===== src/rtl/excl_arb_pkg.sv =====
// Shared types and helpers for the three-requester exclusive-grant arbiter.
// Owner indices are 2 bits wide; the value 3 is reserved to mean "no owner".
package excl_arb_pkg;

    localparam int         NUM_REQ  = 3;
    localparam logic [1:0] NO_OWNER = 2'd3;

    typedef enum logic [1:0] {
        IDLE  = 2'd0,
        GRANT = 2'd1,
        GAP   = 2'd2
    } arb_state_e;

    typedef struct packed {
        logic       valid;
        logic [1:0] idx;
    } rr_pick_t;

    // First set request at or after ptr, wrapping modulo NUM_REQ.
    // Walking the offsets downward lets the lowest offset win.
    function automatic rr_pick_t rr_pick(input logic [NUM_REQ-1:0] req,
                                         input logic [1:0]         ptr);
        rr_pick_t   p;
        logic [2:0] s;
        p.valid = 1'b0;
        p.idx   = NO_OWNER;
        for (int k = NUM_REQ - 1; k >= 0; k--) begin
            s = {1'b0, ptr} + 3'(k);
            if (s >= 3'd3) s = s - 3'd3;
            if (req[s[1:0]]) begin
                p.valid = 1'b1;
                p.idx   = s[1:0];
            end
        end
        return p;
    endfunction

    function automatic logic [1:0] rr_next(input logic [1:0] idx);
        return (idx >= 2'd2) ? 2'd0 : idx + 2'd1;
    endfunction

    function automatic logic [NUM_REQ-1:0] onehot3(input logic [1:0] idx);
        logic [NUM_REQ-1:0] oh;
        oh = '0;
        if (idx != NO_OWNER) oh[idx] = 1'b1;
        return oh;
    endfunction

endpackage


===== src/rtl/excl_arb_rr_pick.sv =====
// Combinational rotate-priority encoder: picks the first active request
// starting from the round-robin pointer.
module excl_arb_rr_pick
    import excl_arb_pkg::*;
(
    input  logic [NUM_REQ-1:0] req_i,
    input  logic [1:0]         ptr_i,
    output logic               valid_o,
    output logic [1:0]         idx_o
);

    rr_pick_t pick;

    assign pick    = rr_pick(req_i, ptr_i);
    assign valid_o = pick.valid;
    assign idx_o   = pick.idx;

endmodule


===== src/rtl/excl_grant_arbiter.sv =====
// Round-robin arbiter driving three mutually-exclusive grant lines. A grant is
// held until the owner releases it or the hold watchdog fires.
module excl_grant_arbiter
    import excl_arb_pkg::*;
#(
    parameter int unsigned MAX_HOLD   = 64,
    parameter int unsigned GAP_CYCLES = 1,
    parameter int unsigned CNT_W      = 16
) (
    input  logic               clock_i,
    input  logic               reset_i,
    input  logic [NUM_REQ-1:0] req_i,
    input  logic [NUM_REQ-1:0] release_i,
    output logic [NUM_REQ-1:0] grant_o,
    output logic [1:0]         owner_o,
    output logic               busy_o,
    output logic               timeout_o,
    output logic               err_release_o
);

    if (MAX_HOLD < 2 || MAX_HOLD > 65535) begin : g_bad_max_hold
        $error("excl_grant_arbiter: MAX_HOLD out of range");
    end
    if (GAP_CYCLES > 15) begin : g_bad_gap
        $error("excl_grant_arbiter: GAP_CYCLES out of range");
    end
    if ((64'd1 << CNT_W) <= 64'(MAX_HOLD)) begin : g_bad_cnt_w
        $error("excl_grant_arbiter: CNT_W too narrow for MAX_HOLD");
    end

    arb_state_e         state_q, state_d;
    logic [NUM_REQ-1:0] grant_q, grant_d;
    logic [1:0]         owner_q, owner_d;
    logic [1:0]         rr_ptr_q, rr_ptr_d;
    logic [CNT_W-1:0]   hold_cnt_q, hold_cnt_d;
    logic [3:0]         gap_cnt_q, gap_cnt_d;
    logic               timeout_q, timeout_d;
    logic               err_q, err_d;

    logic               pick_valid;
    logic [1:0]         pick_idx;
    logic               own_rel;
    logic               wd_hit;

    excl_arb_rr_pick u_pick (
        .req_i   (req_i),
        .ptr_i   (rr_ptr_q),
        .valid_o (pick_valid),
        .idx_o   (pick_idx)
    );

    // grant_q is one-hot of the owner while in GRANT, so masking avoids
    // indexing release_i with the NO_OWNER code.
    assign own_rel = (state_q == GRANT) && ((release_i & grant_q) != '0);
    assign wd_hit  = (hold_cnt_q == CNT_W'(MAX_HOLD - 1));

    always_comb begin
        state_d    = state_q;
        grant_d    = grant_q;
        owner_d    = owner_q;
        rr_ptr_d   = rr_ptr_q;
        hold_cnt_d = hold_cnt_q;
        gap_cnt_d  = gap_cnt_q;
        timeout_d  = 1'b0;
        err_d      = (release_i & ((state_q == GRANT) ? ~grant_q : '1)) != '0;

        case (state_q)
            IDLE: begin
                if (pick_valid) begin
                    state_d    = GRANT;
                    grant_d    = onehot3(pick_idx);
                    owner_d    = pick_idx;
                    hold_cnt_d = '0;
                end
            end
            GRANT: begin
                if (own_rel || wd_hit) begin
                    // Release takes priority over a coincident watchdog hit.
                    timeout_d  = !own_rel;
                    grant_d    = '0;
                    owner_d    = NO_OWNER;
                    rr_ptr_d   = rr_next(owner_q);
                    hold_cnt_d = '0;
                    gap_cnt_d  = '0;
                    state_d    = (GAP_CYCLES > 0) ? GAP : IDLE;
                end else if (hold_cnt_q != '1) begin
                    hold_cnt_d = hold_cnt_q + 1'b1;
                end
            end
            GAP: begin
                if (gap_cnt_q == 4'(GAP_CYCLES - 1)) begin
                    gap_cnt_d = '0;
                    state_d   = IDLE;
                end else begin
                    gap_cnt_d = gap_cnt_q + 4'd1;
                end
            end
            default: begin
                state_d = IDLE;
                grant_d = '0;
                owner_d = NO_OWNER;
            end
        endcase
    end

    always_ff @(posedge clock_i or posedge reset_i) begin
        if (reset_i) begin
            state_q    <= IDLE;
            grant_q    <= '0;
            owner_q    <= NO_OWNER;
            rr_ptr_q   <= '0;
            hold_cnt_q <= '0;
            gap_cnt_q  <= '0;
            timeout_q  <= 1'b0;
            err_q      <= 1'b0;
        end else begin
            state_q    <= state_d;
            grant_q    <= grant_d;
            owner_q    <= owner_d;
            rr_ptr_q   <= rr_ptr_d;
            hold_cnt_q <= hold_cnt_d;
            gap_cnt_q  <= gap_cnt_d;
            timeout_q  <= timeout_d;
            err_q      <= err_d;
        end
    end

    assign grant_o       = grant_q;
    assign owner_o       = owner_q;
    assign busy_o        = (state_q != IDLE);
    assign timeout_o     = timeout_q;
    assign err_release_o = err_q;

endmodule

===== config.mk =====
export PLATFORM = sky130hd
export DESIGN_NAME = excl_grant_arbiter
export DESIGN_NICKNAME = d
export VERILOG_FILES = /design/src/rtl/excl_arb_pkg.sv /design/src/rtl/excl_arb_rr_pick.sv /design/src/rtl/excl_grant_arbiter.sv
export SDC_FILE = /design/constraint.sdc
export NUM_CORES = 1
export LEC_CHECK = 0
export ABC_CLOCK_PERIOD_IN_PS = 6900
export CORE_MARGIN = 5
export CORE_UTILIZATION = 40
export DETAILED_ROUTE_END_ITERATION = 16
export PLACE_DENSITY = 0.54
export SYNTH_ARGS = -nofsm -noshare
export SYNTH_HDL_FRONTEND = slang
export SYNTH_SLANG_ARGS = --single-unit

===== constraint.sdc =====
create_clock -name clock_i -period 6.9 [get_ports clock_i]
set_clock_uncertainty 0.15 [all_clocks]
set_input_delay 1.725 -clock clock_i [delete_from_list [all_inputs] [get_ports clock_i]]
set_output_delay 1.725 -clock clock_i [all_outputs]
set_load 0.02 [all_outputs]

After elaboration in Yosys (flattened, before gate mapping):

Cells that the tools add are included.

* word-level logic and storage cells: 90
* output and inout port bits: 8
* flip-flop bits (word level): 31

* $lt $le $gt $ge: 9
* bitwise logic cells: 4
* reduce and logical (&&, ||, !) cells: 16
* muxes and demuxes: 36
* add/sub/neg operators: 8
* equality and inequality tests: 9

Operators by type and width (number)
* $mux W16: 3
* $pmux W16 S2: 1
* $mux W3: 7
* $mux W2: 9
* $add A16 B1 Y16 const B: 1
* $eq A16 B6 Y1 const B: 1
* $ne A16 B16 Y1 const B: 1
* $lt A2 B3 Y1 const B: 4
* $pmux W2 S3: 2
* $pmux W3 S3: 1
* $reduce_and A3 Y1: 3
* $mux W4: 2
* $pmux W4 S2: 1
* $and A3 B3 Y3: 2
* $bmux W1 S2: 3
* $ge A3 B2 Y1 const B: 2
* $mux W1: 6
* $reduce_bool A2 Y1: 3
* $reduce_bool A3 Y1: 2
* $sub A2 B2 Y2 const B: 3
* $add A4 B1 Y4 const B: 1
* $ge A2 B2 Y1 const B: 2
* $logic_not A4 Y1: 1
* $ne A2 B1 Y1 const B: 2
* other kinds (16): 19

Longest topological paths before layout:

Gate-level depths: netlist (run 1).

* depth after elaboration: 15
* depth in mapped cells: 8
* mapped depth without buffers: 7

Hierarchy:

A second synthesis (run 1) with hierarchy kept.

* cells, all modules: 217
* area total of the unflattened synthesis: 1860.5 µm²

Modules (own cells, without submodules)
* excl_grant_arbiter: area an instance 1647.8 µm², seq. area each 778.2 µm², cells each 186, instances 1
* excl_arb_rr_pick: area an instance 212.7 µm², seq. area each 0.0 µm², cells each 31, instances 1

Worst setup path before layout (run 1):

OpenSTA, ideal clock, no wires.

* path kind: input -> register
* from: in release_i[0]
* to: reg hold_cnt_q[14]
* path buffers: 2
* data required time: 6.671 ns
* stages on the path: 7
* setup slack: 3.660 ns
* data arrival time: 3.011 ns
* cell sequence: a222oi_1 > nand2_1 > nor2b_4 > buf_6 > buf_4 > o21ai_0 > a2bb2oi_1

* cells in the longest elaborated chain, start to end: 6

Ends and longest elaborated chain
* start, declared: RTL line excl_grant_arbiter.sv:13 `input logic [NUM_REQ-1:0] release_i,`
* $and A3 B3 Y3 (*): RTL line excl_grant_arbiter.sv:54 `assign own_rel = (state_q == GRANT) && ((release_i & grant_q) != '0);`
* $reduce_bool A3 Y1 (*): RTL line excl_grant_arbiter.sv:54
* $logic_and A1 B1 Y1 (*): RTL line excl_grant_arbiter.sv:54
* $logic_or A1 B1 Y1 (*): RTL line excl_grant_arbiter.sv:77 `if (own_rel || wd_hit) begin`
* $ne A3 B1 Y1 (no line) / $mux W16 (equally long branches)
* $reduce_and A3 Y1 (no line) / $pmux W16 S2 (equally long branches)
* end signal, assigned: RTL line excl_grant_arbiter.sv:121 `hold_cnt_q <= hold_cnt_d;`
* end, declared: RTL line excl_grant_arbiter.sv:35 `logic [CNT_W-1:0] hold_cnt_q, hold_cnt_d;`

Every way passes the cells marked *; elsewhere a longest branch is shown, timed or not.
A chain may end at the register's enable or synchronous reset.

Final worst setup path (run 1):

* from: in release_i[0]
* to: reg hold_cnt_q[0]

The elaborated chain is that of the path after synthesis.

==> results of run 1 <==
sequential cells by signal, indices dropped and copies added, names as in the netlist:
register	count
grant_o	3
owner_o	2
gap_cnt_q	4
state_q	2
timeout_o	1
err_release_o	1
hold_cnt_q	16
rr_ptr_q	2
worst min path at each step:
stage	from	endpoint	slack, ps	depth (start not counted)
final	hold_cnt_q[0]	hold_cnt_q[0]	380	1
after global routing	owner_o[1]	owner_o[1]	410	2
after floorplan	hold_cnt_q[0]	hold_cnt_q[0]	320	1
after detailed placement	owner_o[1]	owner_o[1]	370	2
after CTS	hold_cnt_q[0]	hold_cnt_q[0]	390	1
after global placement	hold_cnt_q[0]	hold_cnt_q[0]	340	1
critical path: cells and delay by family:
family / cells / cell delay [ps]
multiplexers: 1 / 180
buffers and inverters: 1 / 420
AND/OR/NAND/NOR: 2 / 630
AO/OA/AOI/OAI: 2 / 760
area by class of cell:
class	instances	share of cell area [%]
repair buffers	16	6.97
flip-flops and latches	31	34.4
inverters	10	1.66
multi-input cells	158	49.7
well taps	67	3.70
clock buffers	7	3.37
clock inverters	1	0.221
kinds of logic after synthesis:
group	Yosys count	share of synthesized area [%]
AND/OR/NAND/NOR	87	27.7
adder cells (fa/ha/maj)	6	3.77
buffers and inverters	16	4.52
AO/OA/AOI/OAI	63	23.9
flip-flops	31	39.0
multiplexers	2	1.00
power by group through the flow:
stage | Clock [mW] | Combinational (mW) | Sequential [mW]
after floorplan | 0 | 0.286 | 0.264
final | 0.137 | 0.381 | 0.260
after global placement | 0 | 0.367 | 0.260
after CTS | 0.143 | 0.382 | 0.259
after detailed placement | 0 | 0.380 | 0.262
after global routing | 0.150 | 0.421 | 0.266
layout by cell type (no fill, tap or decap), types with 2 or more instances in the layout:
cell / instances
or2_2: 3
inv_1: 10
and3_2: 2
dfrtp_1: 29
o211ai_1: 2
a21oi_1: 11
dfstp_2: 2
o22a_1: 2
ha_1: 6
clkbuf_1: 2
and3_1: 4
nor2_1: 13
a2bb2oi_1: 4
mux2i_1: 2
nand4_1: 5
nor3_1: 7
a211oi_1: 2
clkbuf_8: 5
a211o_1: 2
clkdlybuf4s50_1: 15
nor2b_1: 2
o31ai_1: 2
nand2b_1: 7
nand2_1: 14
a21o_1: 2
nor4_4: 2
nor3b_1: 3
a21boi_0: 4
a31oi_1: 3
o22ai_1: 2
nand3_1: 10
a221o_1: 3
nand4_2: 2
a22o_1: 2
o21ai_0: 7
metal layers:
metal / track usage, % / share of wire, % / up-vias
li1: - / - / 813
met1: 19.2 / 45 / 845
met2: 25.7 / 49 / 32
met3: 3.70 / 3.0 / 11
met4: 6.93 / 2.2 / 0
met5: 0 / 0 / -
per-stage QoR:
step	hold slack (ps)	cell area [um^2]	setup WS (ps)
floorplan	320	1990	3660
global placement	336	2180	3020
detailed placement	375	2180	2950
CTS	387	2260	3250
global route	409	2260	3030
finish	379	2260	3220
==> impl_metrics.csv, run 1 <==
group,metric,value,unit
run_status,status,"complete, no violations",
global_route,grt.total_usage,15.6,%
cts,numClockSinks,31,
timing,rsz0062_at_grt,"false",
yosys,yosys-top-cells-count,"dfrtp_1, nand2_1, nor2_1",
floorplanning,rows,25,
routing,wirelength,4730,um
worst_setup_path,cp.required,6950,ps
yosys,synth_edf_count,0,
layout,diodes,0,
worst_setup_path,cp_max_fo,19,
worst_setup_path,cp-end-kind,"flip-flop",
worst_setup_path,rrSetupSlack,4370,ps
timing,final_hold_viol_count,0,
yosys,syn_inst,205,
worst_setup_path,endpoint,"hold_cnt_q[0]",
yosys,synthFlopType,"dfrtp_1",
worst_setup_path,slowest_stage,"a222oi_1",
yosys,synth-seq-area-share,39.0,%
cts,cts_buffers,5,
timing,setup_violations,0,
power_and_ir_drop,combPwrFrac,49.0,%
floorplanning,dieHeight,80.6,um
routing,drt-pass1-iter-count,4,
yosys,ys_top_cells_by_area,"dfrtp_1, ha_1, a21oi_1, dfstp_2, nand2_1",
layout,area_growth,13.6,%
placed_design,dp.cells,282,
worst_setup_path,r2r_start,"rr_ptr_q[1]",
worst_setup_path,rr_endpoint,"hold_cnt_q[5]",
power_and_ir_drop,peakVddDrop,0.169,mV
power_and_ir_drop,seq_power_share,33.4,%
yosys,ys_async_sr_fraction,100,%
power_and_ir_drop,power_density,344,mW/mm^2
cts,clock_latency,280,ps
routing,ant_nets,0,
yosys,syn_area,0.00199,mm^2
yosys,synth_warnings,0,
worst_setup_path,critPathKind,"input port to flip-flop",
routing,drtIter0Drc,96,
floorplanning,die_x,80.6,um
yosys,synth.most_common_cell,"dfrtp_1",
floorplanning,ios,16,
global_route,grt_pass1_vias,1623,
routing,detailroute.via_count,1701,
power_and_ir_drop,power.switching,0.337,mW
timing,worst_slew_pin_slew,616,ps
worst_setup_path,path_cells,"clkdlybuf4s50_1 -> a222oi_1 -> nand2_1 -> nor2b_4 -> a211oi_1 -> mux2i_1",
timing,timing.setup.tns,0,ps
layout,n_fill_cell,456,
power_and_ir_drop,netSwitchingFraction,43.3,%
yosys,yosys.area.top_type,"dfrtp_1",
yosys,avgSynthCellArea,9.72,um^2
placed_design,place_hpwl,3360,um
timing,post-route-period-util,53.4,%
yosys,synth.distinct_cells,63,
worst_hold_path,hold_path_class,"flip-flop to flip-flop",
power_and_ir_drop,p_leak,0.966,nW
timing,period_needed,3680,ps
layout,fin_cells,290,
worst_setup_path,r2r_cells,7,
placed_design,gp_congestion,0.812,
power_and_ir_drop,clkPwrFrac,17.6,%
global_route,grt_max_degree,32,
worst_setup_path,arrival,3730,ps
cts,cts_setup_buffers,0,
yosys,synth_top_cell_area_share,36.4,%
cts,cts_tree,"built",
worst_setup_path,critPathLaunchType,"input port",
placed_design,io_buffers,15,
routing,avgRoutedWirePerCell,16.3,um
worst_setup_path,critPathLaunch,"release_i[0]",
layout,seqCellArea,778,um^2
power_and_ir_drop,finalPower,0.778,mW
layout,multiInputGateArea,0.00112,mm^2
cts,clock-root-buffer,"clkbuf_8",
global_route,grt_pass1_wl,7870,um
timing,fmax,272,MHz
floorplanning,start_util,41.6,%
cts,clock_path_buffers,2,
worst_setup_path,slowest_delay,570,ps
global_route,antenna_found_initial,0,
routing,vias_per_cell,5.87,
routing,drc,0,
floorplanning,core,0.00479,mm^2
power_and_ir_drop,intPower,0.441,mW
cts,hold_buffers,0,
cts,cts_resized,0,
timing,slew_viol_final,0,
timing,relSlewSlack,58.8,%
layout,fin_util,47.3,%
run,drv_cap,0,
cts,clkTransAtPathRegs,60,ps
cts,h-tree-depth,2,
global_route,grt_overflow,0,
layout,drive_above_1_share,13.0,%
layout,nNetsFinal,236,
floorplanning,die_area,0.00649,mm^2
yosys,ys_ff_latch,31,
yosys,syn_nets,219,
No activity file was read; power rests on OpenSTA's default activity.
==> run 2: changes to the inputs <==
Settings changed: ABC_CLOCK_PERIOD_IN_PS 6900 to 3400.
Clock period 6.9 ns to 3.4 ns, I/O delays scaled along.
==> impl_metrics.csv, run 2 (synthesis gave the netlist of run 1 again) <==
group,metric,value,unit
cts,clock_path_buffers,2,
floorplanning,start_util,41.6,%
cts,cts_resized,0,
global_route,antenna_found_initial,0,
timing,slew_viol_final,0,
routing,detailroute.via_count,1683,
worst_setup_path,r2r_cells,7,
placed_design,place_hpwl,3400,um
layout,fin_util,48.1,%
global_route,grt.total_usage,15.8,%
routing,drt-pass1-iter-count,4,
layout,nNetsFinal,236,
global_route,grtUsageMet2,25.7,%
layout,layout_commonest_cell,"dfrtp_1",
worst_setup_path,r2r_start,"rr_ptr_q[1]",
worst_setup_path,critPathLaunchType,"input port",
global_route,grt_overflow,0,
worst_setup_path,cp.required,3470,ps
floorplanning,die_area,0.00649,mm^2
worst_setup_path,rr_endpoint,"hold_cnt_q[6]",
timing,final_hold_viol_count,0,
routing,vias_per_cell,5.80,
floorplanning,core,0.00479,mm^2
worst_setup_path,critPathKind,"input port to flip-flop",
routing,avgRoutedWirePerCell,15.9,um
layout,drive_above_1_share,13.9,%
cts,clock-root-buffer,"clkbuf_8",
global_route,grt_pass1_wl,8050,um
worst_setup_path,critPathLaunch,"release_i[0]",
cts,cts_setup_buffers,0,
cts,clock_latency,280,ps
timing,setup_violations,0,
worst_setup_path,cp_max_fo,19,
layout,seqCellArea,778,um^2
routing,wirelength,4620,um
floorplanning,dieHeight,80.6,um
global_route,grt_pass1_vias,1696,
floorplanning,ios,16,
worst_hold_path,hold_path_class,"flip-flop to flip-flop",
timing,hold_slack,353,ps
cts,hold_buffers,0,
worst_setup_path,arrival,2840,ps
layout,layout_common_cells,"dfrtp_1, clkdlybuf4s50_1, nand2_1",
worst_setup_path,endpoint,"grant_o[0]",
power_and_ir_drop,peakVddDrop,0.475,mV
placed_design,io_buffers,15,
global_route,grt_max_degree,20,
routing,ant_nets,0,
layout,multiInputGateArea,0.00112,mm^2
routing,drtIter0Drc,131,
floorplanning,rows,25,
power_and_ir_drop,power_density,725,mW/mm^2
power_and_ir_drop,finalPower,1.67,mW
floorplanning,die_x,80.6,um
worst_setup_path,rrSetupSlack,920,ps
global_route,gr-usage-met3,4.04,%
timing,relSlewSlack,57.5,%
global_route,gr-usage-met1,19.6,%
timing,timing.setup.tns,0,ps
run_status,status,"complete, no violations",
timing,worst_slew_pin_slew,635,ps
timing,rsz0062_at_grt,"false",
power_and_ir_drop,p_leak,0.985,nW
layout,n_fill_cell,446,
routing,drc,0,
placed_design,gp_congestion,0.818,
cts,h-tree-depth,2,
layout,diodes,0,
worst_setup_path,cp-end-kind,"flip-flop",
layout,largest_reg_flops,16,
global_route,gr-max-usage-layer,"met2",
cts,numClockSinks,31,
cts,cts_buffers,5,
cts,cts_tree,"built",
cts,clkTransAtPathRegs,70,ps
timing,fmax,361,MHz
layout,area_growth,15.4,%
timing,post-route-period-util,81.4,%
timing,period_needed,2770,ps
layout,top_register,"hold_cnt_q",
run,drv_cap,0,
## run 2: changes by cell type in the layout (fill, tap and decap cells not counted), sizes merged
cell,before,now
bufinv,0,1
clkbuf,7,6
## run 2: how the worst min path moves through the flow
stage / slack [ps] / to / cells past startpoint / from
2_1_floorplan: 320 / hold_cnt_q[0] / 1 / hold_cnt_q[0]
3_3_place_gp: 330 / hold_cnt_q[0] / 1 / hold_cnt_q[0]
3_5_place_dp: 350 / hold_cnt_q[0] / 1 / hold_cnt_q[0]
4_1_cts: 360 / hold_cnt_q[0] / 1 / hold_cnt_q[0]
5_1_grt: 400 / gap_cnt_q[3] / 1 / gap_cnt_q[3]
6_report: 350 / hold_cnt_q[0] / 1 / hold_cnt_q[0]
## run 2: layout make-up
type | count | area share, %
well taps | 67 | 3.65
clock buffers | 6 | 3.59
multi-input cells | 158 | 48.9
clock inverters | 2 | 1.52
repair buffers | 16 | 6.86
inverters | 10 | 1.63
flip-flops and latches | 31 | 33.8
## run 2: critical path: stages
cell,delay [ps]
clkdlybuf4s50_1,420
a222oi_1,570
nand2_1,230
nor2b_4,410
or3_4,230
a22o_1,130
## run 2: metrics by stage
stage,cell area (um^2),setup slack (ps),instances
floorplan,1990,1030,205
global placement,2180,391,282
detailed placement,2180,340,282
CTS,2300,633,290
global route,2300,291,290
finish,2300,632,290
## run 2: routing by layer
metal	share of wire (%)	wire length (um)
met3	3.3	152
met4	1.4	65
met1	45	2070
met5	0	0
met2	50	2320
## run 2: where the power goes
group	switching [mW]	internal (mW)	total (mW)
Clock	0.137	0.237	0.374
Combinational	0.466	0.304	0.770
Sequential	0.0769	0.448	0.524
Total	0.679	0.989	1.67
